$ cat config.mk
export PLATFORM = sky130hd
export DESIGN_NAME = vram_arbiter
export DESIGN_NICKNAME = d
export VERILOG_FILES = /design/src/rtl/vram_arbiter_pkg.sv /design/src/rtl/vram_arbiter_up_palette.sv /design/src/rtl/vram_arbiter.sv
export SDC_FILE = /design/constraint.sdc
export NUM_CORES = 1
export LEC_CHECK = 0
export CAP_MARGIN = 0
export CORE_MARGIN = 2
export CORE_UTILIZATION = 30
export DETAILED_ROUTE_END_ITERATION = 8
export PLACE_DENSITY_LB_ADDON = 0.15
export SETUP_SLACK_MARGIN = 0.3
export SYNTH_ARGS = -nofsm -noshare
export SYNTH_HDL_FRONTEND = slang
export SYNTH_SLANG_ARGS = --single-unit
$ cat constraint.sdc
create_clock -name clk28 -period 36.1 [get_ports clk28]
set_input_delay 7.22 -clock clk28 [delete_from_list [all_inputs] [get_ports clk28]]
set_output_delay 7.22 -clock clk28 [all_outputs]
set_load 0.01 [all_outputs]
$ cat src/rtl/vram_arbiter_pkg.sv
// Shared slot-state type and default constants for the video RAM arbiter.
package vram_arbiter_pkg;

    typedef enum logic [2:0] {
        IDLE,
        VIDEO,
        PAL,
        CPU_RD,
        CPU_WR
    } slot_state_t;

    localparam logic [2:0]  DEF_BANK_NORMAL  = 3'd5;
    localparam logic [2:0]  DEF_BANK_SHADOW  = 3'd7;
    localparam int unsigned DEF_CPU_MAX_WAIT = 3;

endpackage

$ cat src/rtl/vram_arbiter_up_palette.sv
// ULAplus 64x8 palette: synchronous write port, registered read port.
// A read and a write of the same index on one edge return the old entry.
module vram_arbiter_up_palette (
    input  logic       clk,
    input  logic       rst,
    input  logic       we,
    input  logic [5:0] waddr,
    input  logic [7:0] wdata,
    input  logic       re,
    input  logic [5:0] raddr,
    output logic [7:0] rdata
);

    logic [7:0] mem_q [64];

    always_ff @(posedge clk or posedge rst) begin
        if (rst) begin
            for (int i = 0; i < 64; i++) begin
                mem_q[i] <= '0;
            end
            rdata <= '0;
        end else begin
            if (we) begin
                mem_q[waddr] <= wdata;
            end
            if (re) begin
                rdata <= mem_q[raddr];
            end
        end
    end

endmodule

$ cat src/rtl/vram_arbiter.sv
// Video SRAM slot arbiter: shares 14 MHz slots between screen fetches and CPU
// accesses, and serves palette fetches from an internal register file.
module vram_arbiter
    import vram_arbiter_pkg::*;
#(
    parameter logic [2:0]  BANK_NORMAL  = DEF_BANK_NORMAL,
    parameter logic [2:0]  BANK_SHADOW  = DEF_BANK_SHADOW,
    parameter int unsigned CPU_MAX_WAIT = DEF_CPU_MAX_WAIT
) (
    input  logic        clk28,
    input  logic        rst,
    input  logic        ck14,
    input  logic        screen_page,
    input  logic        fetch,
    input  logic        fetch_up,
    input  logic [14:0] addr,
    input  logic [5:0]  up_addr,
    output logic        fetch_allow,
    output logic [7:0]  fetch_data,
    input  logic        cpu_req,
    input  logic        cpu_wr,
    input  logic [18:0] cpu_addr,
    input  logic [7:0]  cpu_wdata,
    output logic [7:0]  cpu_rdata,
    output logic        cpu_ack,
    input  logic        pal_we,
    input  logic [5:0]  pal_waddr,
    input  logic [7:0]  pal_wdata,
    output logic [18:0] sram_addr,
    output logic [7:0]  sram_dout,
    input  logic [7:0]  sram_din,
    output logic        sram_drive,
    output logic        sram_we_n,
    output logic        sram_oe_n
);

    localparam int unsigned   WW        = $clog2(CPU_MAX_WAIT + 1);
    localparam logic [WW-1:0] WAIT_MAX  = WW'(CPU_MAX_WAIT);
    localparam logic [WW-1:0] WAIT_WARN = WW'(CPU_MAX_WAIT - 1);

    slot_state_t   state_q, nxt_state;
    logic          cpu_srv_q, cpu_wr_q, ph1_q, ack_mask_q;
    logic [WW-1:0] wait_cnt_q;
    logic          req_eff, srv;
    logic [2:0]    bank;
    logic [7:0]    pal_rdata;
    logic          unused_addr;

    assign unused_addr = addr[14];
    assign bank        = screen_page ? BANK_SHADOW : BANK_NORMAL;

    // Slot decision; a request just acknowledged is masked for one decision.
    always_comb begin
        req_eff   = cpu_req && !ack_mask_q;
        nxt_state = IDLE;
        srv       = 1'b0;
        if (req_eff && wait_cnt_q == WAIT_MAX) begin
            nxt_state = cpu_wr ? CPU_WR : CPU_RD;
            srv       = 1'b1;
        end else if (fetch && !fetch_up) begin
            nxt_state = VIDEO;
        end else if (fetch) begin
            nxt_state = PAL;
            srv       = req_eff;
        end else if (req_eff) begin
            nxt_state = cpu_wr ? CPU_WR : CPU_RD;
            srv       = 1'b1;
        end
    end

    vram_arbiter_up_palette u_palette (
        .clk   (clk28),
        .rst   (rst),
        .we    (pal_we),
        .waddr (pal_waddr),
        .wdata (pal_wdata),
        .re    (ck14 && nxt_state == PAL),
        .raddr (up_addr),
        .rdata (pal_rdata)
    );

    always_ff @(posedge clk28 or posedge rst) begin
        if (rst) begin
            state_q     <= IDLE;
            cpu_srv_q   <= 1'b0;
            cpu_wr_q    <= 1'b0;
            ph1_q       <= 1'b1;
            ack_mask_q  <= 1'b0;
            wait_cnt_q  <= '0;
            fetch_allow <= 1'b1;
            fetch_data  <= '0;
            cpu_rdata   <= '0;
            cpu_ack     <= 1'b0;
            sram_addr   <= '0;
            sram_dout   <= '0;
            sram_drive  <= 1'b0;
            sram_we_n   <= 1'b1;
            sram_oe_n   <= 1'b1;
        end else if (ck14) begin
            state_q    <= nxt_state;
            cpu_srv_q  <= srv;
            cpu_wr_q   <= cpu_wr;
            ph1_q      <= 1'b0;
            ack_mask_q <= 1'b0;
            cpu_ack    <= 1'b0;
            if (!req_eff || srv) begin
                wait_cnt_q <= '0;
            end else if (wait_cnt_q != WAIT_MAX) begin
                wait_cnt_q <= wait_cnt_q + WW'(1);
            end
            // Drop the grant one slot early so the forced CPU slot stays free.
            fetch_allow <= !(req_eff && wait_cnt_q >= WAIT_WARN);
            sram_drive  <= srv && cpu_wr;
            sram_we_n   <= !(srv && cpu_wr);
            sram_oe_n   <= !(nxt_state == VIDEO || (srv && !cpu_wr));
            if (srv) begin
                sram_addr <= cpu_addr;
                if (cpu_wr) begin
                    sram_dout <= cpu_wdata;
                end
            end else if (nxt_state == VIDEO) begin
                sram_addr <= {2'b00, bank, addr[13:0]};
            end
        end else begin
            ph1_q     <= 1'b1;
            cpu_ack   <= 1'b0;
            sram_we_n <= 1'b1;
            if (!ph1_q) begin
                if (state_q == VIDEO) begin
                    fetch_data <= sram_din;
                end else if (state_q == PAL) begin
                    fetch_data <= pal_rdata;
                end
                if (cpu_srv_q) begin
                    cpu_ack    <= 1'b1;
                    ack_mask_q <= 1'b1;
                    if (!cpu_wr_q) begin
                        cpu_rdata <= sram_din;
                    end
                end
            end
        end
    end

endmodule

# Word-level counts from Yosys, hierarchy flattened
# Cells that the tools add are included.
# Widths: inputs -> output; s select.
[op_classes]
add_sub_neg = 1
order_cmp = 4
eq_ne = 7
n_mux = 30
bitwise = 5
reduce_logical = 27
[op_table]
columns = ["operator", "n"]
rows = [
  ["$bwmux 512", 1],
  ["$bmux 8 s6", 1],
  ["$demux 8 s6", 1],
  ["$mux 8", 5],
  ["$mux 19", 2],
  ["$mux 3", 5],
  ["$ge 7x7->1 const B", 2],
  ["$not 6->7", 2],
  ["$mux 1", 12],
  ["$logic_and 1x1->1", 8],
  ["$reduce_bool 2->1", 4],
  ["$logic_not 1->1", 7],
  ["$lt 7x1->1 const B", 1],
  ["$eq 3x1->1 const B", 2],
  ["$eq 3x2->1 const B", 2],
  ["$mux 2", 3],
  ["$reduce_and 2->1", 3],
  ["$reduce_and 3->1", 2],
  ["$ne 2x2->1 const B", 2],
  ["$reduce_and 4->1", 1],
  ["$not 1->1", 3],
  ["$add 2x1->2 const B", 1],
  ["$eq 2x2->1 const B", 1],
  ["$ge 2x2->1 const B", 1],
  ["$logic_or 1x1->1", 2],
]
[word_totals]
ff_bits = 577
in_bits = 79
out_inout_bits = 48
wordCells = 154

# Longest topological paths before layout
[logic_depth]
depth_word = 9
ltp_mapped = 10
mapped_depth_nobuf = 6

# By module
# A second synthesis with hierarchy kept.
[hier_totals]
hier_cells = 1712
area_unflattened_um2 = 26284.0
[by_module_without_submodules]
columns = ["mod", "n_inst", "cells_per_inst", "area_each_um2", "seq_area_each_um2"]
rows = [
  ["vram_arbiter_up_palette", 1, 1531, 23772.8, 13012.5],
  ["vram_arbiter", 1, 181, 2511.2, 1431.4],
]

# Worst setup path before layout
# No wires, ideal clock.
[synth_path]
kind = "input -> register"
from = "input up_addr[0]"
to = "register u_palette.rdata[4]"
setup_time_ns = 0.126
arrival_time_ns = 8.976
required_ns = 35.974
path_slack_ns = 26.998
cell_stages = 8
n_path_buf = 3
path_cell_list = "buf_6 buf_6 buf_2 mux4_2 mux2_2 o22ai_1 nor3_1 a221o_1"
[synth_via]
elab_chain_cells = 4
[synth_lines]
columns = ["item", "line", "rtl"]
rows = [
  ["from (decl)", "vram_arbiter.sv:17", "input logic [5:0] up_addr,"],
  ["$not 6->7 (implied by the code)", "vram_arbiter_up_palette.sv:27", "rdata <= mem_q[raddr];"],
  ["$bmux 8 s6", "vram_arbiter_up_palette.sv:27", ""],
  ["$mux 8 (implied by the code) (2 in series)", "vram_arbiter_up_palette.sv:27", ""],
  ["to (signal assigned)", "vram_arbiter_up_palette.sv:27", ""],
  ["to (decl)", "vram_arbiter_up_palette.sv:11", "output logic [7:0] rdata"],
]
# Every way passes these cells. The select of a mux whose other input is x is not followed.
# A chain may end at the register's enable or synchronous reset.

# Worst setup path in the final report
[layout_path]
from = "input up_addr[1]"
to = "register u_palette.rdata[7]"
# Same word-level chain as after synthesis.

==> flow_metrics.py <==
metrics = {
    "critical_path": {
        "arrival_ns": 11.26,
        "cp-start-kind": "input port",
        "path_cells": "buf_8 > buf_4 > buf_4 > mux4_4 > mux4_2 > nor2b_1 > a2111oi_0 > a221o_1",
        "slowest_stage": "buf_4",
        "worstPathRequired_ns": 36.60,
        "critical_path_class": "input port to register",
        "crit_path_max_fanout": 90,
        "cpPeakStageDelay_ns": 0.83,
        "end_kind": "register",
        "cp_common_cell": "buf_4",
    },
    "cts": {
        "numClockSinks": 577,
        "cts_hold_buf": 0,
        "cts_setup_buffers": 0,
        "max-clock-path-buffers": 3,
        "cts-resized-gates": 0,
        "htreeDepth": 3,
        "cts_tree": "built",
        "insertion_delay_ns": 0.61,
        "cts_root_buffer": "clkbuf_16",
        "numCtsBuffers": 71,
        "clk_pin_slew_ns": 0.06,
    },
    "synthesis": {
        "synthTopCellsByArea": "dfrtp_1 55%, mux2_2 23%, mux4_2 6.7%",
        "synth_warnings": 0,
        "syn-cell-area_sq_um": 26300,
        "synth_cells": 1806,
        "synth_compound_area_share_pct": 3.45,
        "synth_ff_type": "dfrtp_1",
        "synthTopCellsByCount": "573 x dfrtp_1, 534 x mux2_2, 132 x mux2i_1, 85 x clkbuf_1, 78 x mux4_2",
        "syn_area_per_cell_sq_um": 14.6,
        "synth_top_area_share_pct": 54.5,
        "synthDistinctLibCells": 49,
        "synthMuxAreaShare_pct": 35.6,
        "syn_nets": 1887,
        "synthXorXnorAreaFrac_pct": 0.0333,
        "synth_fa_ha_area_share_pct": 0.0952,
        "synth_top_family_by_area": "multiplexers",
        "synth.most_common_cell": "dfrtp_1",
        "synth_edf_count": 0,
        "yosysSeqAreaShare_pct": 54.9,
        "netlist.top_cell.by_area": "dfrtp_1",
        "synth-simple-area-share_pct": 3.37,
        "ys_async_sr_fraction_pct": 100,
        "ys_ff_latch": 577,
    },
    "timing": {
        "fin_crit_sh_pct": 29.8,
        "tns_ns": 0,
        "skew_ns": 0.0284,
        "rsz0062_at_grt": "false",
        "tightest_slew_ns": 1.26,
        "setup_violations": 0,
        "period_minus_slack_ns": 10.77,
        "slew_viol_final": 0,
        "fmax_mhz": 92.9,
        "slew-limit-headroom_pct": 15.7,
        "finalHoldViolations": 0,
    },
    "drt": {
        "num_vias": 15599,
        "drtAntennaViolNets": 0,
        "dr.pass1.iters": 4,
        "routed_wl_mm": 71.9,
        "drt_iter0_drc": 816,
        "drc": 0,
        "wire_per_inst_um": 23.2,
        "via_per_inst": 5.02,
    },
    "floorplan": {
        "dieWidth_um": 300,
        "ioPinCount": 127,
        "dieArea_sq_um": 90000,
        "start_util_pct": 30.3,
        "core_sq_um": 86800,
        "fp-row-count": 108,
        "die_h_um": 300,
    },
    "placed_design": {
        "place_hpwl_mm": 44.2,
        "io_buffers": 125,
        "place.gp.congestion": 0.784,
    },
    "cells_and_area": {
        "fin_util_pct": 35.6,
        "area.growth.synth_to_final_pct": 17.5,
        "diodes": 0,
        "drive_gt1_share_pct": 39.5,
        "nNetsFinal": 1984,
    },
    "outcome": {
        "status": "complete, no violations",
    },
    "global_routing": {
        "grt_overflow_total": 0,
        "grt_max_degree": 110,
        "grt_usage_pct": 16.1,
        "grt_pass1_vias": 16735,
        "grt_pass1_wl_mm": 109,
        "antenna_found_initial": 3,
    },
    "flow_run": {
        "timing.max_cap.violations": 0,
    },
    "power": {
        "power_density_nw_per_um2": 56.0,
        "ir_drop_v": 0.0000350,
        "p_total_w": 0.00173,
        "p_leak_nw": 14.1,
    },
    "worst_hold_path": {
        "hold_class": "register to register",
    },
}
-- worst max-delay path, delay by kind of cell --
| kind | cells | cell delay (ns) |
|---|---|---|
| multiplexers | 2 | 1.09 |
| AND/OR/NAND/NOR | 1 | 0.12 |
| buffers and inverters | 3 | 2.29 |
| AO/OA/AOI/OAI | 2 | 0.41 |
-- cells in the final DEF (no fill, tap or decap), types with 3 or more instances in the layout --
cell | Yosys | routed
a32o_1 | 3 | 3
or2_2 | 4 | 4
o22ai_1 | 4 | 4
nand4_1 | 3 | 3
nor4_1 | 8 | 8
dfrtp_1 | 573 | 573
a221o_1 | 8 | 8
a21oi_1 | 28 | 28
nor2b_1 | 18 | 16
buf_4 | 11 | 34
mux2i_1 | 132 | 132
nand2_1 | 70 | 70
nor3_1 | 6 | 6
mux2_2 | 534 | 534
clkbuf_8 | 0 | 14
mux4_2 | 78 | 78
inv_1 | 12 | 11
clkbuf_1 | 85 | 23
o21ai_0 | 29 | 29
clkinv_2 | 0 | 4
and3_1 | 3 | 3
nand3_1 | 6 | 6
clkdlybuf4s50_1 | 0 | 114
nor2_1 | 51 | 50
buf_2 | 23 | 9
nand2b_1 | 8 | 8
a211oi_1 | 5 | 5
a22oi_1 | 48 | 48
mux4_1 | 9 | 9
clkbuf_16 | 0 | 74
dfstp_2 | 4 | 4
a2111oi_0 | 5 | 5
-- stage by stage --
step / area (sq um) / hold slack, ns / worst slack, ns / cells
after floorplan: 26300 / 0.470 / 12.74 / 1806
after global placement: 28600 / 0.468 / 24.62 / 2985
after detailed placement: 28600 / 0.467 / 24.64 / 2985
after CTS: 30900 / 0.478 / 25.29 / 3107
after global routing: 30900 / 0.505 / 25.20 / 3107
final: 30900 / 0.470 / 25.33 / 3107
-- routing by layer --
| layer | share of wire [%] | vias to the layer above | track usage (%) | routed length [um] |
|---|---|---|---|---|
| li1 | - | 6867 | - | - |
| met1 | 47 | 8333 | 22.4 | 33900 |
| met2 | 46 | 282 | 25.7 | 33400 |
| met3 | 3.8 | 113 | 2.86 | 2730 |
| met4 | 2.6 | 4 | 4.54 | 1870 |
| met5 | 0.029 | - | 0 | 21 |
-- final timing paths --
check	start	to	slack, ns	cells after the start
worst min-delay path	sram_oe_n	sram_oe_n	0.47	2
max in group asynchronous	rst	u_palette.mem_q[236]	25.90	5
worst max-delay path	up_addr[1]	u_palette.rdata[7]	25.33	8
worst min register to register	sram_oe_n	sram_oe_n	0.47	2
worst max register to register	wait_cnt_q[1]	u_palette.rdata[5]	33.35	7
min in group asynchronous	rst	u_palette.mem_q[374]	7.16	2
-- sequential cells by signal (all words and copies together), names as in the netlist, 2 cells and up --
register,count
u_palette.rdata,8
sram_addr,19
state_q,3
u_palette.mem_q,512
fetch_data,8
cpu_rdata,8
wait_cnt_q,2
sram_dout,8
-- power by group --
group          switching, W  internal, W
registers         0.0000454     0.000739
logic              0.000108     0.000137
clock network      0.000279     0.000421
-- cells by family (layout without fill, tap and decap cells) --
| family | count (synthesis) | after routing |
|---|---|---|
| compound gates | 136 | 136 |
| mux | 754 | 754 |
| buf+inv | 146 | 292 |
| fa+ha+maj | 2 | 2 |
| simple gates | 190 | 190 |
| xor+xnor | 1 | 1 |
| flops | 577 | 577 |
-- final cells by class --
cell class / instances / area [sq um]
Fill cell: 8444 / 55900
Clock inverter: 11 / 166
Sequential cell: 577 / 14400
Clock buffer: 111 / 2130
Tap cell: 1155 / 1450
Multi-Input combinational cell: 1083 / 11200
Inverter: 12 / 52.6
Timing Repair Buffer: 158 / 1460
Note: power is estimated with default switching activity, not from simulation.
